## src/rtl/dump_pkg.sv

```systemverilog
// Shared types and default sizing for the data-memory dump engine.
// Imported by data_mem_dump.
package dump_pkg;

    typedef enum logic [2:0] {
        IDLE,
        RD,
        WAIT,
        PRES,
        FIN
    } state_t;

    localparam int DEF_ADDR_W = 10;
    localparam int DEF_DATA_W = 32;
    localparam int DEF_STRIDE = 4;

endpackage

```

## src/rtl/data_mem_dump.sv

```systemverilog
// Walks data memory after a START pulse and streams each word on a
// valid/ready port. Optional running checksum: DATA_MEM_DUMP_CSUM_EN.
module data_mem_dump
    import dump_pkg::*;
#(
    parameter int ADDR_W = DEF_ADDR_W,
    parameter int DATA_W = DEF_DATA_W,
    parameter int STRIDE = DEF_STRIDE
) (
    input  logic              CLK,
    input  logic              RSTn,
    input  logic              START,
    input  logic [ADDR_W-1:0] BASE_ADDR,
    input  logic [ADDR_W-1:0] WORD_CNT,
    output logic              MEM_RD_EN,
    output logic [ADDR_W-1:0] MEM_RD_ADDR,
    input  logic [DATA_W-1:0] MEM_RD_DATA,
    output logic              DUMP_VALID,
    input  logic              DUMP_READY,
    output logic [DATA_W-1:0] DUMP_DATA,
    output logic [ADDR_W-1:0] DUMP_ADDR,
    output logic              DUMP_LAST,
    output logic              BUSY,
    output logic              DONE
`ifdef DATA_MEM_DUMP_CSUM_EN
    ,
    output logic [DATA_W-1:0] DUMP_CSUM
`endif
);

    state_t            state;
    logic [ADDR_W-1:0] cur_addr;
    logic [ADDR_W-1:0] remaining;
    logic [ADDR_W-1:0] next_addr;
    logic              hs;

    assign next_addr = cur_addr + ADDR_W'(STRIDE);
    assign hs        = DUMP_VALID & DUMP_READY;

    // Dump sequencer: one read, one capture, then hold until accepted.
    always_ff @(posedge CLK or negedge RSTn) begin
        if (!RSTn) begin
            state       <= IDLE;
            cur_addr    <= '0;
            remaining   <= '0;
            MEM_RD_EN   <= 1'b0;
            MEM_RD_ADDR <= '0;
            DUMP_VALID  <= 1'b0;
            DUMP_DATA   <= '0;
            DUMP_ADDR   <= '0;
            DUMP_LAST   <= 1'b0;
            BUSY        <= 1'b0;
            DONE        <= 1'b0;
        end else begin
            unique case (state)
                IDLE: begin
                    if (START) begin
                        cur_addr  <= BASE_ADDR;
                        remaining <= WORD_CNT;
                        BUSY      <= 1'b1;
                        if (WORD_CNT == '0) begin
                            state <= FIN;
                        end else begin
                            state       <= RD;
                            MEM_RD_EN   <= 1'b1;
                            MEM_RD_ADDR <= BASE_ADDR;
                        end
                    end
                end
                RD: begin
                    MEM_RD_EN <= 1'b0;
                    state     <= WAIT;
                end
                WAIT: begin
                    DUMP_DATA  <= MEM_RD_DATA;
                    DUMP_ADDR  <= cur_addr;
                    DUMP_LAST  <= (remaining == ADDR_W'(1));
                    DUMP_VALID <= 1'b1;
                    state      <= PRES;
                end
                PRES: begin
                    if (hs) begin
                        DUMP_VALID <= 1'b0;
                        DUMP_LAST  <= 1'b0;
                        cur_addr   <= next_addr;
                        remaining  <= remaining - ADDR_W'(1);
                        if (remaining == ADDR_W'(1)) begin
                            state <= FIN;
                            DONE  <= 1'b1;
                            BUSY  <= 1'b0;
                        end else begin
                            state       <= RD;
                            MEM_RD_EN   <= 1'b1;
                            MEM_RD_ADDR <= next_addr;
                        end
                    end
                end
                FIN: begin
                    // Empty dumps arrive with DONE low and spend one
                    // extra cycle here before pulsing it.
                    if (DONE) begin
                        DONE  <= 1'b0;
                        state <= IDLE;
                    end else begin
                        DONE <= 1'b1;
                        BUSY <= 1'b0;
                    end
                end
                default: state <= IDLE;
            endcase
        end
    end

`ifdef DATA_MEM_DUMP_CSUM_EN
    // Running sum of accepted words, restarted by each accepted START.
    always_ff @(posedge CLK or negedge RSTn) begin
        if (!RSTn) begin
            DUMP_CSUM <= '0;
        end else if (state == IDLE && START) begin
            DUMP_CSUM <= '0;
        end else if (state == PRES && hs) begin
            DUMP_CSUM <= DUMP_CSUM + DUMP_DATA;
        end
    end
`endif

endmodule

```

## config.mk

```make
export PLATFORM = sky130hd
export DESIGN_NAME = data_mem_dump
export DESIGN_NICKNAME = d
export VERILOG_FILES = /design/src/rtl/dump_pkg.sv /design/src/rtl/data_mem_dump.sv
export SDC_FILE = /design/constraint.sdc
export NUM_CORES = 1
export LEC_CHECK = 0
export CAP_MARGIN = 40
export CORE_ASPECT_RATIO = 1.75
export CORE_MARGIN = 2
export CORE_UTILIZATION = 30
export CTS_CLUSTER_SIZE = 14
export DETAILED_ROUTE_END_ITERATION = 10
export GPL_ROUTABILITY_DRIVEN = 0
export SYNTH_ARGS = -nofsm -noshare
export SYNTH_HDL_FRONTEND = slang
export SYNTH_SLANG_ARGS = --single-unit
```

## constraint.sdc

```tcl
create_clock -name CLK -period 5.2 [get_ports CLK]
set_input_delay 1.04 -clock CLK [delete_from_list [all_inputs] [get_ports CLK]]
set_output_delay 1.04 -clock CLK [all_outputs]
set_load 0.005 [all_outputs]
```

==> results of run 1 <==
kinds of logic (layout without fill, tap and decap cells):
logic type | Yosys count | after routing | share of synthesized area (%)
adder cells (fa/ha/maj) | 3 | 3 | 1.021
AND/OR/NAND/NOR | 76 | 76 | 10.38
buffers and inverters | 23 | 140 | 3.063
AO/OA/AOI/OAI | 60 | 60 | 10.65
multiplexers | 61 | 61 | 19.71
flip-flops | 80 | 80 | 54.46
XOR/XNOR | 3 | 3 | 0.7149
worst paths after layout:
path / from / endpoint
min in group asynchronous: RSTn / remaining[6]
worst max register to register: remaining[5] / MEM_RD_ADDR[2]
worst max-delay path: START / MEM_RD_ADDR[2]
worst min-delay path: DUMP_DATA[6] / DUMP_DATA[6]
max in group asynchronous: RSTn / DUMP_DATA[19]
worst min register to register: DUMP_DATA[6] / DUMP_DATA[6]
stage by stage:
stage / hold slack [ps] / instances / cell area [sq um] / worst slack, ps / utilization, %
floorplan: 482.2 / 306 / 3676 / 2797 / -
global placement: 489.5 / 568 / 4927 / 1802 / 41.05
detailed placement: 494.3 / 572 / 5010 / 1775 / 41.74
CTS: 508.2 / 588 / 5340 / 2123 / 44.49
global route: 521.6 / 588 / 5340 / 2050 / 44.49
finish: 503.2 / 588 / 5340 / 2152 / 44.49
layout by cell type (no fill, tap or decap), types with 3 or more instances in the layout:
cell,n
sky130_fd_sc_hd__a31oi_1,8
sky130_fd_sc_hd__o21ai_0,18
sky130_fd_sc_hd__o22a_1,4
sky130_fd_sc_hd__clkbuf_16,9
sky130_fd_sc_hd__o22ai_1,3
sky130_fd_sc_hd__buf_4,3
sky130_fd_sc_hd__nand3_1,10
sky130_fd_sc_hd__mux2_4,10
sky130_fd_sc_hd__nor2_1,16
sky130_fd_sc_hd__dfrtp_1,80
sky130_fd_sc_hd__bufinv_16,3
sky130_fd_sc_hd__or3_1,4
sky130_fd_sc_hd__ha_1,3
sky130_fd_sc_hd__mux2_2,51
sky130_fd_sc_hd__clkdlybuf4s50_1,111
sky130_fd_sc_hd__inv_1,6
sky130_fd_sc_hd__clkbuf_1,4
sky130_fd_sc_hd__nand2_1,23
sky130_fd_sc_hd__nor4_1,4
sky130_fd_sc_hd__a21oi_1,9
sequential cells by signal, indices dropped and copies added (netlist names):
| name | count |
|---|---|
| BUSY | 1 |
| DONE | 1 |
| DUMP_ADDR | 10 |
| DUMP_DATA | 32 |
| DUMP_LAST | 1 |
| DUMP_VALID | 1 |
| MEM_RD_ADDR | 10 |
| MEM_RD_EN | 1 |
| cur_addr | 10 |
| remaining | 10 |
| state | 3 |
synthesized netlist by cell type, types with 6 or more instances:
cell type,instances,area (sq um)
sky130_fd_sc_hd__o21ai_0,18,90.09
sky130_fd_sc_hd__nor2_1,16,60.06
sky130_fd_sc_hd__a31oi_1,8,50.05
sky130_fd_sc_hd__mux2_2,51,574.3
sky130_fd_sc_hd__nand3_1,10,50.05
sky130_fd_sc_hd__a21oi_1,9,45.04
sky130_fd_sc_hd__nand2_1,23,86.33
sky130_fd_sc_hd__inv_1,6,22.52
sky130_fd_sc_hd__buf_2,9,45.04
sky130_fd_sc_hd__dfrtp_1,80,2002
sky130_fd_sc_hd__mux2_4,10,150.1
routing by layer:
layer,GRT usage (%),routed length (um),vias up
li1,-,-,1348
met1,15.65,3531,1388
met2,27.08,5388,68
met3,2.741,273,10
met4,6.154,192,0
met5,0,0,-
cell type report:
class | instances | area [sq um]
Tap cell | 165 | 206.4
Timing Repair Buffer | 118 | 1216
Clock buffer | 13 | 240.2
Inverter | 6 | 22.52
Multi-Input combinational cell | 203 | 1563
Sequential cell | 80 | 2002
Fill cell | 1152 | 6663
Clock inverter | 3 | 90.09
power groups by stage:
stage | clock network [W] | registers, W | logic [W]
3_5_place_dp | 0 | 0.00115 | 0.00125
3_3_place_gp | 0 | 0.00114 | 0.00120
6_report | 0.000709 | 0.00114 | 0.00123
2_1_floorplan | 0 | 0.00112 | 0.000608
5_1_grt | 0.000760 | 0.00118 | 0.00134
4_1_cts | 0.000732 | 0.00114 | 0.00125
==> metrics.md, run 1 <==
| Metric | Value |
|---|---|
| Total DRC errors in the routed layout | `0` |
| Net count of the mapped netlist | `365` |
| Count of different cell masters after synthesis | `47` |
| Total buffers and inverters traversed by the critical path | `1` |
| Pint | `0.002180 W` |
| Biggest cell delay along the critical path | `570 ps` |
| Initial antenna violation count | `0` |
| Top achievable clock speed | `0.3280 GHz` |
| Number of cells traversed by the worst register-to-register path | `4` |
| Classification of the worst-slack hold path | `flip-flop to flip-flop` |
| Mean instance size in the synthesized netlist | `12.01 sq um` |
| Cell-by-cell listing of the critical path | `clkdlybuf4s50_1, or3b_1, a21o_1, a221o_1, mux2_4` |
| Number of instances resized during post-cts repair | `0` |
| Power per unit of standard cell area | `576.6 mW/mm^2` |
| Post-detailed-route count of antenna-violating nets | `0` |
| WHS Path Cells | `1` |
| Max cap viols | `0` |
| Clock Path Buffers | `2` |
| Status | `finished, final reports clean` |
| Overall via count from detail_route | `2814` |
| Sequential area share after synthesis | `54.46%` |
| Part of the power in combinational logic | `39.9%` |
| Category of the worst setup path capture point | `flip-flop` |
| Syn Inst Count | `306` |
| Quantity of hold-fixing buffers added after cts | `0` |
| Proportion of register bits with asynchronous set or reset after synthesis | `100.0%` |
| Number of top-level design ports | `113` |
| Switching fraction of total power | `29.20%` |
| Number of clock buffers inserted by TritonCTS | `9` |
| Area of the die | `0.01319 sq mm` |
| Synthesis-to-finish area growth | `45.27%` |
| Final critical-path required period | `3048 ps` |
| Synth warnings | `0` |
| IR drop worst, VDD | `184.0 uV` |
| Initial Util | `30.63%` |
| Fraction of layout instances using a drive strength above 1 | `19.62%` |
| Net Switching | `0.0008989 W` |
| Total routing resource utilization after global routing | `14.58%` |
| TritonCTS clock tree | `yes` |
| Antenna Cells | `0` |
| Slowest CP cell | `sky130_fd_sc_hd__a221o_1` |
| Prevailing post-synth register cell | `sky130_fd_sc_hd__dfrtp_1` |
| Setup repair bufs after CTS | `0` |
| Total overflow reported by the global router | `0` |
| Root Buffer Master | `sky130_fd_sc_hd__clkbuf_16` |
| Number of buffers added on ports | `112` |
| Slew of the pin with the lowest slew margin | `694.5 ps` |
| Vias in the first global route | `2904` |
| Count of pins over their slew limit | `0` |
| Rows | `53` |
| Clock Latency Late Sink | `330 ps` |
| Die height | `150.4 um` |
| Number of clock sinks | `80` |
| Register-to-register path setup slack | `2680 ps` |
| Global-route wire length before repair | `14710 um` |
| Setup-violating endpoint count in the final report | `0` |
| Total negative setup slack | `0 ps` |
| Via-per-instance ratio | `4.786` |
| Worst path arrival time | `3260 ps` |
| Core ar. | `0.01200 sq mm` |
| Final Hold Violating Endpoints | `0` |
| Top fanout value on the critical path | `11` |
| Number of nets in the layout | `477` |
| Clock transition at the registers of the reported paths | `60 ps` |
| Cell count along the critical path | `5` |
| Nature of the critical path startpoint | `input port` |
| Total power draw | `0.003079 W` |
| Part of the total power dissipated in sequential elements | `37.1%` |
| Ratio of final minimum period to clock period | `58.62%` |
| Synthesized cell area | `0.003676 sq mm` |
| P_leak | `2.215 nW` |
| Setup repair after global routing missed its margin | `false` |
| Number of H-tree branching levels | `3` |
| Clock power share | `23.0%` |
| Detailed Route Iter0 Violations | `87` |
| CP Class | `input port to flip-flop` |
| Crit-path leading delay family | `compound AO/OA/AOI/OAI gates` |
| Largest net degree at the start of global routing | `42` |
| Total routed wirelength | `9386 um` |
| Headroom to the max-slew limit | `53.69%` |
| Detailed-router iteration count before antenna repair | `4` |
| Count of state elements after synthesis | `80` |
| Detailed placement HPWL | `7057 um` |
| Required arrival time at the worst endpoint | `5410 ps` |
| Die W | `87.68 um` |
| Skew final | `3.914 ps` |
| Per-cell routed wire length | `15.96 um` |
| Count of flip-flops with a built-in enable after synthesis | `0` |
No activity file was read; power rests on OpenSTA's default activity.
==> run 2: changes to the inputs <==
==> constraint.sdc (replaced) <==
create_clock -name CLK -period 2.6 [get_ports CLK]
set_input_delay 0.52 -clock CLK [delete_from_list [all_inputs] [get_ports CLK]]
set_output_delay 0.52 -clock CLK [all_outputs]
set_load 0.005 [all_outputs]
==> run 2 against run 1 <==
  * Via count grew 1.8%
  * Wire length grew 2.1%
  * Combinational power grew 100%
  * Critical endpoint is now MEM_RD_ADDR[8]
==> metrics.md, run 2 (same netlist as run 1, synthesis figures left out) <==
| Metric | Value |
|---|---|
| Part of the total power dissipated in sequential elements | `37.7% (was 37.1%)` |
| Multi-input gate area | `0.001563 sq mm (unchanged)` |
| Register-to-register path setup slack | `490 ps (was 2680 ps)` |
| Vias in the first global route | `2991 (was 2904)` |
| Startpoint of the most critical register-to-register path | `remaining[0] (was remaining[5])` |
| Total DRC errors in the routed layout | `0 (unchanged)` |
| Overall via count from detail_route | `2864 (was 2814)` |
| Post-detailed-route count of antenna-violating nets | `0 (unchanged)` |
| Clock power share | `21.5% (was 23.0%)` |
| Initial Util | `30.63% (unchanged)` |
| Global-route wire length before repair | `14880 um (was 14710 um)` |
| Post-placement cell count | `578 (was 572)` |
| Area of the die | `0.01319 sq mm (unchanged)` |
| Total area of sequential cells | `0.002002 sq mm (unchanged)` |
| Die height | `150.4 um (unchanged)` |
| Top achievable clock speed | `0.4689 GHz` |
| Max cap viols | `0 (unchanged)` |
| Power per unit of standard cell area | `1131 mW/mm^2 (was 576.6 mW/mm^2)` |
| Nature of the critical path startpoint | `input port (unchanged)` |
| Detailed Route Iter0 Violations | `97 (was 87)` |
| Number of clock sinks | `80 (unchanged)` |
| Number of flip-flops under the largest register name | `32 (unchanged)` |
| Die W | `87.68 um (unchanged)` |
| Total negative setup slack | `0 ps (unchanged)` |
| Setup repair bufs after CTS | `0 (unchanged)` |
| Skew final | `7.766 ps (was 3.914 ps)` |
| Largest net degree at the start of global routing | `43 (was 42)` |
| End of the critical path | `MEM_RD_ADDR[8] (was MEM_RD_ADDR[2])` |
| Final instance area | `0.005348 sq mm (was 0.005340 sq mm)` |
| Filler Cells Inserted | `1135 (was 1152)` |
| Rows | `53 (unchanged)` |
| Category of the worst setup path capture point | `flip-flop (unchanged)` |
| Final critical-path required period | `2133 ps` |
| Detailed placement HPWL | `7015 um (was 7057 um)` |
| Number of instances resized during post-cts repair | `0 (unchanged)` |
| Total routed wire length on the met1 layer | `3520 um (was 3531 um)` |
| Part of the power in combinational logic | `40.8% (was 39.9%)` |
| Classification of the worst-slack hold path | `input port to asynchronous set/reset pin (was flip-flop to flip-flop)` |
| Quantity of hold-fixing buffers added after cts | `0 (unchanged)` |
| Final standard cell count with taps included and fillers excluded | `594 (was 588)` |
| Required arrival time at the worst endpoint | `2820 ps (was 5410 ps)` |
| Ratio of final minimum period to clock period | `82.03%` |
| Fraction of layout instances using a drive strength above 1 | `21.45% (was 19.62%)` |
| Total routing resource utilization after global routing | `14.89% (was 14.58%)` |
| Most common library cell in the layout ignoring fill and taps | `sky130_fd_sc_hd__clkdlybuf4s50_1 (unchanged)` |
| DR WL met2 | `5494 um (was 5388 um)` |
| Number of clock buffers inserted by TritonCTS | `9 (unchanged)` |
| First element of the critical path | `START (unchanged)` |
| Per-cell routed wire length | `16.13 um (was 15.96 um)` |
| Clock transition at the registers of the reported paths | `60 ps (about the same)` |
| TritonCTS clock tree | `yes (unchanged)` |
| Max Used Layer | `met4 (unchanged)` |
| Root Buffer Master | `sky130_fd_sc_hd__clkbuf_16 (unchanged)` |
| Antenna Cells | `0 (unchanged)` |
| Setup repair after global routing missed its margin | `false (unchanged)` |
| CP Class | `input port to flip-flop (unchanged)` |
| Slew of the pin with the lowest slew margin | `561.9 ps (was 694.5 ps)` |
| Via-per-instance ratio | `4.822 (was 4.786)` |
| Synthesis-to-finish area growth | `45.47% (was 45.27%)` |
| Initial antenna violation count | `0 (unchanged)` |
| Critical register-to-register path endpoint | `remaining[8] (was MEM_RD_ADDR[2])` |
| Number of H-tree branching levels | `3 (unchanged)` |
| Number of top-level design ports | `113 (unchanged)` |
| Switching fraction of total power | `30.38% (was 29.20%)` |
| Clock Latency Late Sink | `340 ps (was 330 ps)` |
| Total routed wirelength | `9580 um (was 9386 um)` |
| Detailed-router iteration count before antenna repair | `4 (unchanged)` |
| Pint | `0.004209 W (was 0.002180 W)` |
| Top fanout value on the critical path | `10 (was 11)` |
| Post-place instance area | `0.005040 sq mm (was 0.005010 sq mm)` |
| Worst path arrival time | `2350 ps (was 3260 ps)` |
| Count of pins over their slew limit | `0 (unchanged)` |
| Total overflow reported by the global router | `0 (unchanged)` |
| Setup-violating endpoint count in the final report | `0 (unchanged)` |
| IR drop worst, VDD | `403.6 uV (was 184.0 uV)` |
| Number of cells traversed by the worst register-to-register path | `6 (was 4)` |
| Core ar. | `0.01200 sq mm (unchanged)` |
| Net Switching | `0.001837 W (was 0.0008989 W)` |
| Status | `finished, final reports clean (unchanged)` |
| Number of buffers added on ports | `112 (unchanged)` |
| Top library cells by usage in the layout, fill and taps aside | `sky130_fd_sc_hd__clkdlybuf4s50_1 (111), sky130_fd_sc_hd__dfrtp_1 (80), sky130_fd_sc_hd__mux2_2 (51) (unchanged)` |
| P_leak | `2.230 nW (was 2.215 nW)` |
| Wire length on met3 | `382 um (was 273 um)` |
| Headroom to the max-slew limit | `62.54% (was 53.69%)` |
| Clock Path Buffers | `2 (unchanged)` |
| Top reg by flops | `DUMP_DATA (unchanged)` |
| Final Hold Violating Endpoints | `0 (unchanged)` |
| Number of nets in the layout | `483 (was 477)` |
==> run 2: power by group through the flow <==
stage / sequential [W] / combinational, W / clock (W)
final: 0.00228 / 0.00246 / 0.00130
after global routing: 0.00236 / 0.00271 / 0.00140
after CTS: 0.00228 / 0.00251 / 0.00134
after detailed placement: 0.00230 / 0.00251 / 0
after global placement: 0.00228 / 0.00245 / 0
after floorplan: 0.00223 / 0.00122 / 0
==> run 2: worst max-delay path: stages <==
cell                              delay (ps)
sky130_fd_sc_hd__clkdlybuf4s50_1         490
sky130_fd_sc_hd__or3b_1                  370
sky130_fd_sc_hd__a21o_1                  210
sky130_fd_sc_hd__a221o_1                 300
sky130_fd_sc_hd__buf_12                  170
sky130_fd_sc_hd__mux2_4                  300
==> run 2: area by class of cell <==
| class | count | share of cell area [%] |
|---|---|---|
| Clock buffer | 12 | 4.796 |
| Clock inverter | 4 | 0.9593 |
| Inverter | 6 | 0.4212 |
| Multi-Input combinational cell | 203 | 29.22 |
| Sequential cell | 80 | 37.44 |
| Tap cell | 165 | 3.861 |
| Timing Repair Buffer | 124 | 23.30 |
==> run 2: stage by stage <==
| stage | utilization, % | worst slack [ps] | hold WS (ps) | total power (W) |
|---|---|---|---|---|
| floorplan | - | 699.3 | 224.4 | 0.003447 |
| global placement | 41.99 | 147.2 | 488.0 | 0.004728 |
| detailed placement | 41.99 | 123.6 | 485.0 | 0.004803 |
| CTS | 44.55 | 480.7 | 192.3 | 0.006139 |
| global route | 44.55 | 391.9 | 200.4 | 0.006472 |
| finish | 44.55 | 467.3 | 168.7 | 0.006046 |
==> run 2: per-layer routing <==
metal,GRT usage [%],up-vias
met5,0,-
met4,6.077,0
met3,3.893,10
met2,27.23,78
met1,15.77,1428
li1,-,1348
==> run 2: how the worst min path moves through the flow <==
| stage | startpoint | end | slack [ps] | depth (start not counted) |
|---|---|---|---|---|
| after floorplan | RSTn | BUSY | 220 | 0 |
| after global placement | DUMP_DATA[22] | DUMP_DATA[22] | 490 | 1 |
| after detailed placement | DUMP_LAST | DUMP_LAST | 490 | 1 |
| after CTS | RSTn | remaining[4] | 190 | 1 |
| after global routing | RSTn | remaining[5] | 200 | 1 |
| final | RSTn | remaining[7] | 170 | 1 |
==> run 3: changes to the inputs <==
==> constraint.sdc (replaced) <==
create_clock -name CLK -period 1.9 [get_ports CLK]
set_input_delay 0.38 -clock CLK [delete_from_list [all_inputs] [get_ports CLK]]
set_output_delay 0.38 -clock CLK [all_outputs]
set_load 0.005 [all_outputs]
==> run 3 against run 2 <==
  * Flip-flop and latch count stayed put
  * Sequential power is 36% higher
  * The flow now finishes with violations (setup timing)
  * Largest cell class unchanged
  * Clock-buffer cell count is 1 lower
  * Global-route usage is 0.75 points higher
==> metrics.md, run 3 (same netlist as run 1, synthesis figures left out) <==
| Metric | Value |
|---|---|
| Status | `finished with violations (was finished, final reports clean)` |
| Violated checks | `setup timing` |
| Number of buffers added on ports | `112 (unchanged)` |
| Total overflow reported by the global router | `0 (unchanged)` |
| Filler Cells Inserted | `1133 (was 1135)` |
| Skew final | `7.092 ps (was 7.766 ps)` |
| Setup-violating endpoint count in the final report | `5 (was 0)` |
| Area of the die | `0.01319 sq mm (unchanged)` |
| Most common library cell in the layout ignoring fill and taps | `sky130_fd_sc_hd__clkdlybuf4s50_1 (unchanged)` |
| Nature of the critical path startpoint | `input port (unchanged)` |
| Fraction of layout instances using a drive strength above 1 | `27.96% (was 21.45%)` |
| Post-route setup slack | `-10.53 ps (was 467.3 ps)` |
| Top achievable clock speed | `0.5234 GHz` |
| Detailed Route Iter0 Violations | `108 (was 97)` |
| Clock Path Buffers | `2 (unchanged)` |
| Cell-by-cell listing of the critical path | `clkdlybuf4s50_1, nor4_2, buf_4, and3_1, a221o_2, clkbuf_16, mux2_4 (was clkdlybuf4s50_1, or3b_1, a21o_1, a221o_1, buf_12, mux2_4)` |
| Top library cells by usage in the layout, fill and taps aside | `sky130_fd_sc_hd__clkdlybuf4s50_1 (107), sky130_fd_sc_hd__dfrtp_1 (80), sky130_fd_sc_hd__mux2_2 (51) (was sky130_fd_sc_hd__clkdlybuf4s50_1 (111), sky130_fd_sc_hd__dfrtp_1 (80), sky130_fd_sc_hd__mux2_2 (51))` |
| TritonCTS clock tree | `yes (unchanged)` |
| Die W | `87.68 um (unchanged)` |
| Power per unit of standard cell area | `1524 mW/mm^2 (was 1131 mW/mm^2)` |
| Largest net degree at the start of global routing | `81 (was 43)` |
| Via-per-instance ratio | `4.822 (about the same)` |
| Final critical-path required period | `1911 ps` |
| Total routed wirelength | `9954 um (was 9580 um)` |
| Vias in the first global route | `3082 (was 2991)` |
| Clock Latency Late Sink | `330 ps (was 340 ps)` |
| Required arrival time at the worst endpoint | `2110 ps (was 2820 ps)` |
| Biggest cell delay along the critical path | `490 ps (about the same)` |
| Number of top-level design ports | `113 (unchanged)` |
| Ratio of final minimum period to clock period | `100.6%` |
| Core ar. | `0.01200 sq mm (unchanged)` |
| Detailed placement HPWL | `7124 um (was 7015 um)` |
| Top fanout value on the critical path | `5 (was 10)` |
| Clock transition at the registers of the reported paths | `60 ps (about the same)` |
| Setup repair after global routing missed its margin | `true (was false)` |
| Initial antenna violation count | `0 (unchanged)` |
| Number of nets in the layout | `503 (was 483)` |
| Initial Util | `30.63% (unchanged)` |
| Quantity of hold-fixing buffers added after cts | `0 (unchanged)` |
| Max cap viols | `0 (unchanged)` |
| Total area of sequential cells | `0.002002 sq mm (unchanged)` |
| Slew of the pin with the lowest slew margin | `454.2 ps (was 561.9 ps)` |
| Top reg by flops | `DUMP_DATA (unchanged)` |
| Total DRC errors in the routed layout | `0 (unchanged)` |
| Pre-CTS setup slack | `-435.6 ps (was 123.6 ps)` |
| Rows | `53 (unchanged)` |
| Headroom to the max-slew limit | `69.72% (was 62.54%)` |
| Number of H-tree branching levels | `3 (unchanged)` |
| Detailed-router iteration count before antenna repair | `4 (unchanged)` |
| Number of clock sinks | `80 (unchanged)` |
| Number of clock buffers inserted by TritonCTS | `9 (unchanged)` |
| Number of flip-flops under the largest register name | `32 (unchanged)` |
| Count of pins over their slew limit | `0 (unchanged)` |
| CP Class | `input port to flip-flop (unchanged)` |
| Setup repair bufs after CTS | `0 (unchanged)` |
| Worst path arrival time | `2120 ps (was 2350 ps)` |
| Die height | `150.4 um (unchanged)` |
| Slowest CP cell | `sky130_fd_sc_hd__clkdlybuf4s50_1 (unchanged)` |
| IR drop worst, VDD | `584.5 uV (was 403.6 uV)` |
| Total routing resource utilization after global routing | `15.63% (was 14.89%)` |
| Root Buffer Master | `sky130_fd_sc_hd__clkbuf_16 (unchanged)` |
| Overall via count from detail_route | `2951 (was 2864)` |
| Multi-input gate area | `0.001634 sq mm (was 0.001563 sq mm)` |
| Global-route wire length before repair | `15760 um (was 14880 um)` |
| P_leak | `2.352 nW (was 2.230 nW)` |
| Category of the worst setup path capture point | `flip-flop (unchanged)` |
| Per-cell routed wire length | `16.26 um (was 16.13 um)` |
| Antenna Cells | `0 (unchanged)` |
| Synthesis-to-finish area growth | `51.94% (was 45.47%)` |
| Final Hold Violating Endpoints | `0 (unchanged)` |
| Classification of the worst-slack hold path | `input port to asynchronous set/reset pin (unchanged)` |
| Post-detailed-route count of antenna-violating nets | `0 (unchanged)` |
| Share of the core filled with cells in the final layout | `46.53% (was 44.55%)` |
[run 3: cell count changes in the layout (fill, tap and decap cells not counted), moves of 2 or more]
cell	before	now
sky130_fd_sc_hd__dlygate4sd2_1	0	4
sky130_fd_sc_hd__a21oi_2	0	2
sky130_fd_sc_hd__inv_1	6	4
sky130_fd_sc_hd__buf_12	3	5
sky130_fd_sc_hd__a21oi_1	9	7
sky130_fd_sc_hd__nor4_1	4	0
sky130_fd_sc_hd__nor4_2	0	4
sky130_fd_sc_hd__buf_4	10	27
sky130_fd_sc_hd__inv_2	0	2
sky130_fd_sc_hd__clkdlybuf4s50_1	111	107
[run 3: timing repair]
action                     4_1_cts  5_1_grt
setup endpoints to repair       12       12
pin swaps                        5        3
hold endpoints to repair         0        0
resized for setup               13        7
cloned                           1        0
[run 3: path summary, 6_finish.rpt]
| check | start | endpoint | slack, ps | cells past startpoint |
|---|---|---|---|---|
| worst max-delay path | WORD_CNT[7] | MEM_RD_ADDR[5] | -10 | 7 |
| worst min-delay path | RSTn | remaining[7] | 60 | 2 |
| worst max register to register | state[0] | MEM_RD_ADDR[5] | 10 | 5 |
| worst min register to register | DUMP_DATA[5] | DUMP_DATA[5] | 500 | 1 |
| max in group asynchronous | RSTn | remaining[9] | 1470 | 2 |
| min in group CLK | DUMP_DATA[5] | DUMP_DATA[5] | 500 | 1 |
[run 3: metrics by stage]
stage | TNS (ps) | instances | cell area, sq um | power, W | hold slack (ps)
after floorplan | 0 | 306 | 3682 | 0.004730 | 84.41
after global placement | -7039 | 597 | 5214 | 0.006685 | 442.7
after detailed placement | -7102 | 597 | 5214 | 0.006800 | 451.8
after CTS | -10.71 | 612 | 5554 | 0.008595 | 90.91
after global routing | -356.0 | 612 | 5585 | 0.009115 | 92.31
final | -42.50 | 612 | 5585 | 0.008512 | 60.60
[run 3: power by group]
part / internal, W / leakage (nW) / switching [W]
Clock: 0.00104 / 0.141 / 0.000649
Combinational: 0.00238 / 1.27 / 0.00136
Sequential: 0.00251 / 0.945 / 0.000579
Total: 0.00592 / 2.35 / 0.00259
[run 3: layer usage]
layer | track usage (%) | up-vias | wire length (um)
li1 | - | 1386 | -
met1 | 17.45 | 1488 | 3678
met2 | 28.41 | 64 | 5776
met3 | 3.070 | 13 | 285
met4 | 6.231 | 0 | 214
met5 | 0 | - | 0
[run 3: cell type report]
| class | count | share of cell area (%) |
|---|---|---|
| sequential | 80 | 35.84 |
| multi-input combinational | 203 | 29.26 |
| timing repair buffer | 144 | 25.67 |
| clock buffer | 11 | 4.346 |
| tap | 165 | 3.696 |
| clock inverter | 3 | 0.7840 |
| inverter | 6 | 0.4032 |
[run 3: worst max-delay path: cells and delay by family]
family	cells	cell delay [ps]
buffers and inverters	3	810
AO/OA/AOI/OAI	1	410
AND/OR/NAND/NOR	2	230
multiplexers	1	290
